File: src/rtl/multicycle_main_control.sv
// Moore main control FSM for the multicycle MIPS datapath. It sequences each instruction,
// counts retired instructions and pulses illegal_op on unsupported opcodes.
module multicycle_main_control #(
  parameter int CNT_W = 16
) (
  input  logic             clk,
  input  logic             rst_n,
  input  logic [5:0]       opcode,
  output logic             pc_write,
  output logic             pc_write_cond,
  output logic             i_or_d,
  output logic             mem_read,
  output logic             mem_write,
  output logic             ir_write,
  output logic             mem_to_reg,
  output logic             reg_dst,
  output logic             reg_write,
  output logic             alu_src_a,
  output logic [1:0]       alu_src_b,
  output logic [1:0]       pc_source,
  output logic             aluop1,
  output logic             aluop0,
  output logic [3:0]       state,
  output logic             instr_done,
  output logic             illegal_op,
  output logic [CNT_W-1:0] instr_count
);

  typedef enum logic [3:0] {
    S_FETCH  = 4'd0,
    S_DECODE = 4'd1,
    S_MEMADR = 4'd2,
    S_MEMRD  = 4'd3,
    S_MEMWB  = 4'd4,
    S_MEMWR  = 4'd5,
    S_EXEC   = 4'd6,
    S_RWB    = 4'd7,
    S_BRANCH = 4'd8,
    S_JUMP   = 4'd9,
    S_ORIEX  = 4'd10,
    S_ORIWB  = 4'd11
  } state_t;

  localparam logic [5:0] OP_R   = 6'b000000;
  localparam logic [5:0] OP_LW  = 6'b100011;
  localparam logic [5:0] OP_SW  = 6'b101011;
  localparam logic [5:0] OP_BEQ = 6'b000100;
  localparam logic [5:0] OP_J   = 6'b000010;
  localparam logic [5:0] OP_ORI = 6'b001101;

  state_t cur_state, next_state;

  logic pc_write_raw, pc_write_cond_raw, mem_read_raw, mem_write_raw;
  logic ir_write_raw, reg_write_raw, instr_done_raw, illegal_op_raw;
  logic [1:0] aluop;

  always_ff @(posedge clk or negedge rst_n) begin
    if (!rst_n) cur_state <= S_FETCH;
    else        cur_state <= next_state;
  end

  // Every done state returns to FETCH, so the edge leaving it retires the instruction.
  always_ff @(posedge clk or negedge rst_n) begin
    if (!rst_n)              instr_count <= '0;
    else if (instr_done_raw) instr_count <= instr_count + {{(CNT_W-1){1'b0}}, 1'b1};
  end

  always_comb begin
    next_state        = S_FETCH;
    pc_write_raw      = 1'b0;
    pc_write_cond_raw = 1'b0;
    mem_read_raw      = 1'b0;
    mem_write_raw     = 1'b0;
    ir_write_raw      = 1'b0;
    reg_write_raw     = 1'b0;
    instr_done_raw    = 1'b0;
    illegal_op_raw    = 1'b0;
    i_or_d            = 1'b0;
    mem_to_reg        = 1'b0;
    reg_dst           = 1'b0;
    alu_src_a         = 1'b0;
    alu_src_b         = 2'b00;
    pc_source         = 2'b00;
    aluop             = 2'b00;
    case (cur_state)
      S_FETCH: begin
        next_state   = S_DECODE;
        mem_read_raw = 1'b1;
        ir_write_raw = 1'b1;
        pc_write_raw = 1'b1;
        alu_src_b    = 2'b01;
      end
      S_DECODE: begin
        alu_src_b = 2'b11;
        case (opcode)
          OP_LW, OP_SW: next_state = S_MEMADR;
          OP_R:         next_state = S_EXEC;
          OP_BEQ:       next_state = S_BRANCH;
          OP_J:         next_state = S_JUMP;
          OP_ORI:       next_state = S_ORIEX;
          default: begin
            next_state     = S_FETCH;
            illegal_op_raw = 1'b1;
          end
        endcase
      end
      S_MEMADR: begin
        alu_src_a = 1'b1;
        alu_src_b = 2'b10;
        if (opcode == OP_LW)      next_state = S_MEMRD;
        else if (opcode == OP_SW) next_state = S_MEMWR;
        else                      next_state = S_FETCH;
      end
      S_MEMRD: begin
        next_state   = S_MEMWB;
        mem_read_raw = 1'b1;
        i_or_d       = 1'b1;
      end
      S_MEMWB: begin
        reg_write_raw  = 1'b1;
        mem_to_reg     = 1'b1;
        instr_done_raw = 1'b1;
      end
      S_MEMWR: begin
        mem_write_raw  = 1'b1;
        i_or_d         = 1'b1;
        instr_done_raw = 1'b1;
      end
      S_EXEC: begin
        next_state = S_RWB;
        alu_src_a  = 1'b1;
        aluop      = 2'b10;
      end
      S_RWB: begin
        reg_write_raw  = 1'b1;
        reg_dst        = 1'b1;
        instr_done_raw = 1'b1;
      end
      S_BRANCH: begin
        alu_src_a         = 1'b1;
        aluop             = 2'b01;
        pc_write_cond_raw = 1'b1;
        pc_source         = 2'b01;
        instr_done_raw    = 1'b1;
      end
      S_JUMP: begin
        pc_write_raw   = 1'b1;
        pc_source      = 2'b10;
        instr_done_raw = 1'b1;
      end
      S_ORIEX: begin
        next_state = S_ORIWB;
        alu_src_a  = 1'b1;
        alu_src_b  = 2'b10;
        aluop      = 2'b11;
      end
      S_ORIWB: begin
        reg_write_raw  = 1'b1;
        instr_done_raw = 1'b1;
      end
      default: next_state = S_FETCH;
    endcase
  end

  // The state register already holds FETCH during reset, so only the enables need masking.
  assign pc_write      = rst_n & pc_write_raw;
  assign pc_write_cond = rst_n & pc_write_cond_raw;
  assign mem_read      = rst_n & mem_read_raw;
  assign mem_write     = rst_n & mem_write_raw;
  assign ir_write      = rst_n & ir_write_raw;
  assign reg_write     = rst_n & reg_write_raw;
  assign instr_done    = rst_n & instr_done_raw;
  assign illegal_op    = rst_n & illegal_op_raw;
  assign aluop1        = aluop[1];
  assign aluop0        = aluop[0];
  assign state         = cur_state;

endmodule

File: config.mk
export PLATFORM = sky130hd
export DESIGN_NAME = multicycle_main_control
export DESIGN_NICKNAME = d
export VERILOG_FILES = /design/src/rtl/multicycle_main_control.sv
export SDC_FILE = /design/constraint.sdc
export NUM_CORES = 1
export LEC_CHECK = 0
export ABC_AREA = 0
export CAP_MARGIN = 20
export CORE_MARGIN = 2
export CORE_UTILIZATION = 41
export CTS_BUF_LIST = sky130_fd_sc_hd__clkbuf_2
export CTS_CLUSTER_DIAMETER = 100
export DETAILED_ROUTE_END_ITERATION = 8
export PLACE_DENSITY = 0.78
export SYNTH_ARGS = -nofsm -noshare
export SYNTH_HDL_FRONTEND = slang
export SYNTH_SLANG_ARGS = --single-unit
File: constraint.sdc
create_clock -name clk -period 1.67 [get_ports clk]
set_input_delay 0.4175 -clock clk [delete_from_list [all_inputs] [get_ports clk]]
set_output_delay 0.4175 -clock clk [all_outputs]
set_load 0.02 [all_outputs]
* Word level (Yosys, flattened, before mapping)
Index checks and enable logic that the tools add are counted.
Word-level totals: flip-flop bits (word level) 20, bits in latches 0, bits in writable memories 0, ROM bits 0, bits of input ports 8, output and inout bits 38, word-level logic and storage cells 58, memories 0
Cells by class: add/subtract/negate cells 1, $mul 0, div/mod/pow operators 0, $lt $le $gt $ge 0, equal/unequal tests 16, shift operators 0, mux-type cells 20, bitwise gates (word level) 8, reductions and logical operators 11
Operator list (count):
- case mux 4 bit (6 select lines) | 1
- case mux 4 bit (5 select lines) | 1
- adder 16 x 1 -> 16 bit, second input constant | 1
- equality test 4 x 3 -> 1 bit, second input constant | 4
- equality test 4 bit, second input constant | 4
- two-way mux 1 bit | 13
- equality test 6 bit, second input constant | 2
- case mux 2 bit (3 select lines) | 2
- OR reduction 6 bit | 2
- OR reduction 2 bit | 5
- AND 1 bit | 8
- equality test 4 x 2 -> 1 bit, second input constant | 2
- equality test 6 x 2 -> 1 bit, second input constant | 1
- equality test 6 x 3 -> 1 bit, second input constant | 1
- equality test 6 x 4 -> 1 bit, second input constant | 1
- zero test 6 bit | 1
- two-way mux 3 bit | 2
- equality test 4 x 1 -> 1 bit, second input constant | 1
- zero test 4 bit | 1
- case mux 2 bit (2 select lines) | 1
- OR reduction 4 bit | 1
- OR reduction 3 bit | 1

* Longest topological paths before layout
Gate-level depths: netlist (run 1).
word-level depth 5, depth in mapped cells 6, mapped depth without buffers 5

* Least setup slack after synthesis (run 1)
Ideal clock, no wire load.
kind register to output, from register cur_state[3] (netlist: state[3]), to output reg_write, data arrival time 1.810 ns, required time 1.252 ns, slack -0.558 ns, cell stages (with the launch flop) 6, path buffers 1, cells stage by stage dfrtp_1 > buf_1 > nand2b_1 > nor3_1 > a31oi_1 > nor2_1
On the way: word-level cells in the longest chain between the ends 4, elaborated cells on any way between the ends 6, classes of those cells eq/ne: 3; mux: 1; bitwise: 1; reduce/logical: 1
Ends and longest elaborated chain:
- start, declared | line 51 | state_t cur_state, next_state;
- start signal, assigned | line 59 | else cur_state <= next_state;
- equality test 4 bit or equality test 4 x 3 -> 1 bit (tied branches) | line 85 | case (cur_state)
- OR reduction 3 bit (no line) (*)
- two-way mux 1 bit (*) | line 85
- AND 1 bit (*) | line 171 | assign reg_write = rst_n & reg_write_raw;
- end, declared | line 17 | output logic reg_write,
Mark *: on every way between the ends. The rest lies on a longest branch, timed or not.

* Worst setup path after layout (run 1)
from input opcode[1], to output illegal_op
On the way: word-level cells in the longest chain between the ends 5, elaborated cells on any way between the ends 10, classes of those cells eq/ne: 5; mux: 2; bitwise: 1; reduce/logical: 2
Ends and longest elaborated chain:
- start, declared | line 8 | input logic [5:0] opcode,
- equality test 6 bit (tied with other cells) | line 95 | case (opcode)
- OR reduction 6 bit (no line) (*)
- two-way mux 1 bit (*) | line 95
- two-way mux 1 bit (*) | line 85
- AND 1 bit (*) | line 173 | assign illegal_op = rst_n & illegal_op_raw;
- end, declared | line 25 | output logic illegal_op,
Marked as above.

==> results of run 1 <==
-- per-layer routing --
metal / global-route usage / wire length, um / vias up
met5: 0 / 0 / -
li1: - / - / 665
met2: 0.533 / 3040 / 110
met4: 0.120 / 280 / 0
met1: 0.310 / 2030 / 780
met3: 0.0418 / 353 / 28
-- registers in the layout, indices dropped and copies added, names as in the netlist --
| name | count |
|---|---|
| instr_count | 16 |
| state | 4 |
-- power breakdown --
group / leakage [nW] / internal [mW] / switching [mW] / total, mW
registers: 0.262 / 0.548 / 0.0925 / 0.640
clock network: 0.0140 / 0.0521 / 0.157 / 0.209
logic: 0.940 / 0.576 / 0.669 / 1.24
-- worst max-delay path, cell delays in order --
cell and delay, ns:
buf_6 0.09, or4bb_1 0.56, a21oi_2 0.20, nor2_2 0.07, nor4b_4 0.13, buf_4 0.16
-- cell type report --
class	count	area, um^2	share of cell area
multi-input combinational	104	1030	0.413
timing repair buffer	100	895	0.357
sequential	20	508	0.203
tap	31	38.8	0.0155
clock buffer	3	15.0	0.00600
inverter	2	10.0	0.00400
clock inverter	1	3.75	0.00150
-- worst max-delay path by stage --
stage                 endpoint       from  slack (ns)
floorplan            reg_write   state[3]       -0.12
global placement    illegal_op  opcode[3]       -1.06
detailed placement  illegal_op  opcode[3]       -1.14
CTS                 illegal_op  opcode[4]       -0.33
global route          ir_write   state[3]       -0.41
finish              illegal_op  opcode[1]       -0.37
-- metrics by stage --
step	setup slack [ns]	hold slack, ns	instances	instance area (um^2)	power (mW)
CTS	-0.329	0.219	258	2360	1.94
global route	-0.407	0.220	261	2500	2.18
finish	-0.371	0.246	261	2500	2.09
global placement	-1.06	0.459	243	2070	1.59
detailed placement	-1.14	0.465	243	2070	1.62
floorplan	-0.119	0.122	132	1320	1.12
-- timing repair --
| item | 4_1_cts | 5_1_grt |
|---|---|---|
| setup buffers | 11 | 3 |
| gates resized for setup | 215 | 33 |
| endpoints found under the setup margin | 49 | 40 |
| endpoints found under the hold margin | 0 | 0 |
| hold buffers | 0 | 0 |
| pin swaps | 14 | 12 |
-- cells by family after synthesis --
group | after synthesis | share of synthesized area
compound gates | 11 | 0.0625
xor+xnor | 20 | 0.143
fa+ha+maj | 1 | 0.0102
buf+inv | 8 | 0.0348
flops | 20 | 0.410
mux | 1 | 0.00922
simple gates | 71 | 0.330
-- cells in the final DEF, fill, tap and decap left out, types with 2 or more instances in the layout --
cell,n
nand2b_1,2
nor2_4,6
nor3_4,7
and2_1,2
xnor2_1,10
nor3_1,2
clkbuf_2,5
nand3_2,7
nand2_1,7
and3_1,4
nor2_1,3
or4_4,2
nor2_2,3
buf_2,3
xor2_1,5
nor2b_4,2
nor3_2,3
buf_6,36
xnor2_2,4
a21oi_1,2
nand2b_4,3
dfrtp_1,14
dfrtp_2,6
buf_4,42
nand2_2,3
nor4_4,2
nand2_4,2
nand4_1,2
dlygate4sd2_1,17
==> results.cfg, run 1 <==
[job]
max-cap-violations = 0

[sta]
period_share = 1.22
layout_setup_ws_ns = -0.371
finalMaxSlewViolations = 0
max_slew_margin = 0.754
rsz0062_at_grt = true
final-setup-viol-count = 32
setup_tns_ns = -6.89
hold_viol_final = 0
period_minus_slack_ns = 2.04
fmax_ghz = 0.490
clock_skew_ns = 0.00237
tightest_slew_ns = 0.366

[yosys]
synth.area.top_cells = dfrtp_1 41%, xnor2_1 11%, nor3_1 4.1%, nand2_1 3.7%, nor2_1 3.7%
netlist_instances = 132
synth_most_common_cell = dfrtp_1
syn_area_um2 = 1220
yosys_warnings = 0
synth-seq-area-share = 0.410
synth.avg_cell_area_um2 = 9.25
ys_ff_latch = 20
synth-edff-count = 0
ys_types = 38
post-synth-top-area-cell = dfrtp_1
syn_nets = 141
synthTopCellsByCount = 20 x dfrtp_1, 15 x xnor2_1, 12 x nand2_1, 12 x nor2_1, 10 x nor3_1
netlist.area_leader.share = 0.410
synth-async-reset-ratio = 1.00
synth_flop_cell = dfrtp_1

[clock_tree]
root_buffer = clkbuf_2
cts.path.max_buffers = 2
insertion_delay_ns = 0.32
clkSlewWorstSetupHoldPaths_ns = 0.20
cts_tree = built
cts_buffers = 3
h-tree-depth = 1
cts_sinks = 20

[setup_path]
crit_path_end_kind = primary output
crit_required_ns = 1.25
startpoint_type = input port
timing.rr.end = instr_count[12]
reg2reg_from = state[3]
critical_path.max_fanout = 2
criticalPathCategory = in -> out
r2r_setup_slack_ns = -0.28
cp_data_arrival_time_ns = 1.62
worst-r2r-cell-count = 6

[floorplan]
core_um2 = 2780
dieArea_um2 = 3430
die_h_um = 58.6
die_w_um = 58.6
ioPinCount = 46
rows = 19
initial_core_util = 0.439

[placed_design]
place.gp.congestion = 0.918
hpwl_um = 2710
io_buffer_count = 45

[outcome]
violations = setup timing
status = finished, violations left

[cells_and_area]
final_core_util = 0.900
diodes = 0
fill_cells = 118
syn_to_final_growth_pct = 105
nets = 240
drive_above_1_share = 0.635

[routing]
vias = 1583
first_pass_iters = 4
viasPerCell = 6.07
ant_nets = 0
drtIter0Drc = 83
drc = 0
post_drt_wl_per_cell_um = 21.8
wl_um = 5700

[global_route]
grt_overflow_total = 0
grt_pass1_vias = 1581
antenna_found_initial = 0
track_usage = 0.282
grt_max_degree = 15
grt_first_pass_wirelength_um = 7330

[pwr]
power.density_nw_per_um2 = 836
p_leak_nw = 1.22
ir_drop_uv = 906

[hold_path]
hp-class = in -> async
Power figures use the tool's default switching activity.
==> inputs of run 2 (changes only) <==
- CORE_MARGIN: 2 -> 5
==> results.cfg, run 2 (same netlist as run 1, synthesis figures left out) <==
[cells_and_area]
most-common-layout-cells = 45 x buf_4, 39 x buf_6, 17 x dlygate4sd2_1
nets = 247
final_core_util = 0.942
syn_to_final_growth_pct = 116
fill_cells = 75
largest_reg_flops = 16
final_common_cell = buf_4
drive_above_1_share = 0.654
regMostFlops = instr_count
diodes = 0
final_area_um2 = 2640
fin_cells = 268

[global_route]
grt_overflow_total = 0
grt_first_pass_wirelength_um = 8400
track_usage = 0.264
grt_max_degree = 16
grt_pass1_vias = 1692
antenna_found_initial = 0

[clock_tree]
cts_sinks = 20
cts_tree = built
insertion_delay_ns = 0.35
root_buffer = clkbuf_2
clkSlewWorstSetupHoldPaths_ns = 0.20
cts_hold_repair.buffers = 0
cts.path.max_buffers = 2
h-tree-depth = 1
cts_buffers = 3

[floorplan]
initial_core_util = 0.435
ioPinCount = 46
die_w_um = 64.6
die_h_um = 64.6
dieArea_um2 = 4170
core_um2 = 2810
rows = 19

[sta]
layout_setup_ws_ns = -0.409
period_share = 1.24
fmax_ghz = 0.481
max_slew_margin = 0.715
clock_skew_ns = 0.0124
tightest_slew_ns = 0.426
finalMaxSlewViolations = 0
period_minus_slack_ns = 2.08
setup_tns_ns = -9.00
rsz0062_at_grt = true
whs_ns = 0.190
hold_viol_final = 0
final-setup-viol-count = 37

[routing]
viasPerCell = 6.08
first_pass_iters = 5
drc = 0
vias = 1629
post_drt_wl_per_cell_um = 24.2
drtIter0Drc = 193
ant_nets = 0
wl_um = 6490

[setup_path]
critical_path.max_fanout = 4
crit_required_ns = 1.25
startpoint_type = flip-flop
cp_data_arrival_time_ns = 1.66
crit_path_end_kind = primary output
criticalPathCategory = reg -> out

[outcome]
status = finished, violations left
violations = setup timing

[placed_design]
place.gp.congestion = 0.858
io_buffer_count = 45
hpwl_um = 2940
dpl_cell_area_um2 = 2030
place_ws_ns = -1.17
dp_cells = 237

[pwr]
power.density_nw_per_um2 = 841
p_total_mw = 2.22
p_leak_nw = 1.24
ir_drop_uv = 573

[job]
max-cap-violations = 0

[hold_path]
hp-class = in -> async
==> run 2: changes by cell type in the layout (fill, tap and decap cells not counted), sizes merged <==
cell           delta
clkbuf            -2
inv               -1
clkdlybuf4s15     +1
clkinvlp          +1
buf               +8
==> run 2: critical path: stages, from the launching register on <==
cell and delay (ns):
dfrtp_2 0.51, nor2b_4 0.16, buf_4 0.14, buf_6 0.12, nor3_4 0.22, buf_6 0.15
==> run 2: routing by layer <==
metal | routed length, um | global-route usage | up-vias
li1 | - | - | 676
met1 | 2200 | 0.278 | 765
met2 | 3260 | 0.483 | 137
met3 | 505 | 0.0518 | 51
met4 | 516 | 0.161 | 0
met5 | 0 | 0 | -
==> run 2: repair_timing <==
| item | 4_1_cts | 5_1_grt |
|---|---|---|
| setup buffers | 20 | 16 |
| pin swaps | 18 | 19 |
| setup endpoints to repair | 50 | 39 |
| hold endpoints to repair | 0 | 0 |
| resized for setup | 219 | 49 |
==> run 2: final cells by class <==
cell class                      count  area [um^2]  share of cell area
Timing Repair Buffer              107          991               0.375
Clock buffer                        3         15.0             0.00568
Tap cell                           31         38.8              0.0147
Inverter                            2         11.3             0.00426
Sequential cell                    20          509               0.193
Multi-Input combinational cell    104         1070               0.407
Clock inverter                      1         3.75             0.00142
==> run 2: power by group <==
| part | internal [mW] | switching, mW | total [mW] |
|---|---|---|---|
| Combinational | 0.620 | 0.738 | 1.36 |
| Clock | 0.0519 | 0.166 | 0.218 |
| Sequential | 0.548 | 0.101 | 0.649 |
| Total | 1.22 | 1.00 | 2.22 |
==> run 2: worst paths after layout <==
path | from | to | slack, ns | cells past startpoint
worst max-delay path | state[0] | mem_read | -0.41 | 5
worst min-delay path | rst_n | state[1] | 0.19 | 2
worst max register to register | state[1] | instr_count[13] | -0.30 | 8
worst min register to register | instr_count[15] | instr_count[15] | 0.48 | 1
max in group asynchronous | rst_n | instr_count[4] | 1.22 | 2
min in group clk | opcode[1] | state[2] | 0.40 | 3
==> inputs of run 3 (changes only) <==
- CORE_UTILIZATION: 41 -> 39
- CTS_BUF_LIST: sky130_fd_sc_hd__clkbuf_2 -> not set
- PLACE_DENSITY: 0.78 -> 0.75
==> results.cfg, run 3 (same netlist as run 1, synthesis figures left out) <==
[outcome]
status = finished, violations left
violations = setup timing

[floorplan]
initial_core_util = 0.403
die_h_um = 66.0
die_w_um = 66.0
dieArea_um2 = 4350
rows = 20
core_um2 = 3030
ioPinCount = 46

[sta]
tightest_slew_ns = 0.354
finalMaxSlewViolations = 0
final-setup-viol-count = 30
max_slew_margin = 0.761
rsz0062_at_grt = true
fmax_ghz = 0.502
clock_skew_ns = 0.00369
whs_ns = 0.196
hold_viol_final = 0
period_share = 1.19
period_minus_slack_ns = 1.99
layout_setup_ws_ns = -0.320

[clock_tree]
cts_sinks = 20
clkSlewWorstSetupHoldPaths_ns = 0.11
insertion_delay_ns = 0.30
cts_tree = built
cts.path.max_buffers = 2
cts_buffers = 3
h-tree-depth = 1
root_buffer = clkbuf_4

[routing]
first_pass_iters = 4
viasPerCell = 5.59
post_drt_wl_per_cell_um = 18.9
drtIter0Drc = 90
wl_um = 5190
drc = 0
vias = 1531
ant_nets = 0

[hold_path]
hp-class = in -> async

[cells_and_area]
multiInputGateArea_um2 = 1060
diodes = 0
final_common_cell = buf_4
nets = 240
most-common-layout-cells = 38 x buf_4, 37 x buf_6, 16 x dfrtp_1, 16 x dlygate4sd2_1, 12 x xnor2_1
drive_above_1_share = 0.622
fill_cells = 160
regMostFlops = instr_count
ff_latch_area_um2 = 505
syn_to_final_growth_pct = 111
largest_reg_flops = 16

[pwr]
switching_share = 0.423
p_int_mw = 1.22
p_total_mw = 2.12
switchingPower_mw = 0.898
power.density_nw_per_um2 = 824
sequentialPowerShare = 0.299
p_leak_nw = 1.18
clkPwrFrac = 0.116
comb_power_share = 0.584
ir_drop_uv = 492

[job]
max-cap-violations = 0

[global_route]
track_usage = 0.208
grt_pass1_vias = 1558
antenna_found_initial = 0
grt_overflow_total = 0
grt_first_pass_wirelength_um = 7010
grt_max_degree = 12

[setup_path]
cp_data_arrival_time_ns = 1.57
crit_required_ns = 1.25
crit_path_end_kind = primary output
r2r_setup_slack_ns = -0.28
critical_path.max_fanout = 3
timing.rr.end = instr_count[14]
startpoint_type = input port
criticalPathCategory = in -> out
reg2reg_from = state[3]
worst-r2r-cell-count = 6

[placed_design]
place.gp.congestion = 0.828
hpwl_um = 2780
io_buffer_count = 45
run 3: changes by cell type in the layout (fill, tap and decap cells not counted), sizes merged:
cell	before	now
clkdlybuf4s15	1	2
clkinv	1	0
dlygate4sd2	17	16
buf	89	79
clkbuf	3	7
run 3: critical path, cell delays in order:
cell and delay, ns:
buf_6 0.09, or4_4 0.56, nor3_4 0.15, nor2_2 0.06, nor4b_4 0.13, buf_4 0.16
run 3: metal layers:
layer	vias up	global-route usage	wire length, um
met3	28	0.0493	402
met5	-	0	0
met2	105	0.365	2620
met1	729	0.224	1920
met4	0	0.124	254
li1	669	-	-
run 3: how the worst max path moves through the flow:
stage,from,cells past startpoint,slack (ns),to
floorplan,state[3],5,-0.12,reg_write
global placement,opcode[3],6,-1.03,illegal_op
detailed placement,opcode[3],6,-1.05,illegal_op
CTS,opcode[5],6,-0.33,illegal_op
global route,opcode[5],6,-0.35,illegal_op
finish,opcode[5],6,-0.32,illegal_op
run 3: what timing repair did:
action	in CTS	in global routing
buffers inserted	15	7
cloned	0	0
hold buffers	0	0
pin swaps	16	26
endpoints found under the setup margin	50	35
resized for setup	198	54
run 3: layout make-up:
type / count / area share
multi-input cells: 104 / 0.411
repair buffers: 100 / 0.357
flip-flops and latches: 20 / 0.196
well taps: 44 / 0.0214
clock buffers: 4 / 0.0102
inverters: 2 / 0.00438
run 3: power by group through the flow:
stage	registers, mW	clock network (mW)	logic, mW
3_5_place_dp	0.632	0	0.964
5_1_grt	0.646	0.270	1.32
2_1_floorplan	0.688	0	0.434
4_1_cts	0.629	0.241	1.03
6_report	0.635	0.247	1.24
3_3_place_gp	0.629	0	0.944
run 3: through the flow:
stage	cell area [um^2]	cells	setup WS, ns	util	TNS [ns]
6_report	2570	274	-0.320	0.850	-4.11
5_1_grt	2570	274	-0.352	0.850	-6.03
4_1_cts	2350	270	-0.329	0.777	-4.06
3_5_place_dp	2060	252	-1.05	0.681	-11.11
3_3_place_gp	2060	252	-1.03	0.681	-10.60
2_1_floorplan	1320	132	-0.119	-	-0.831
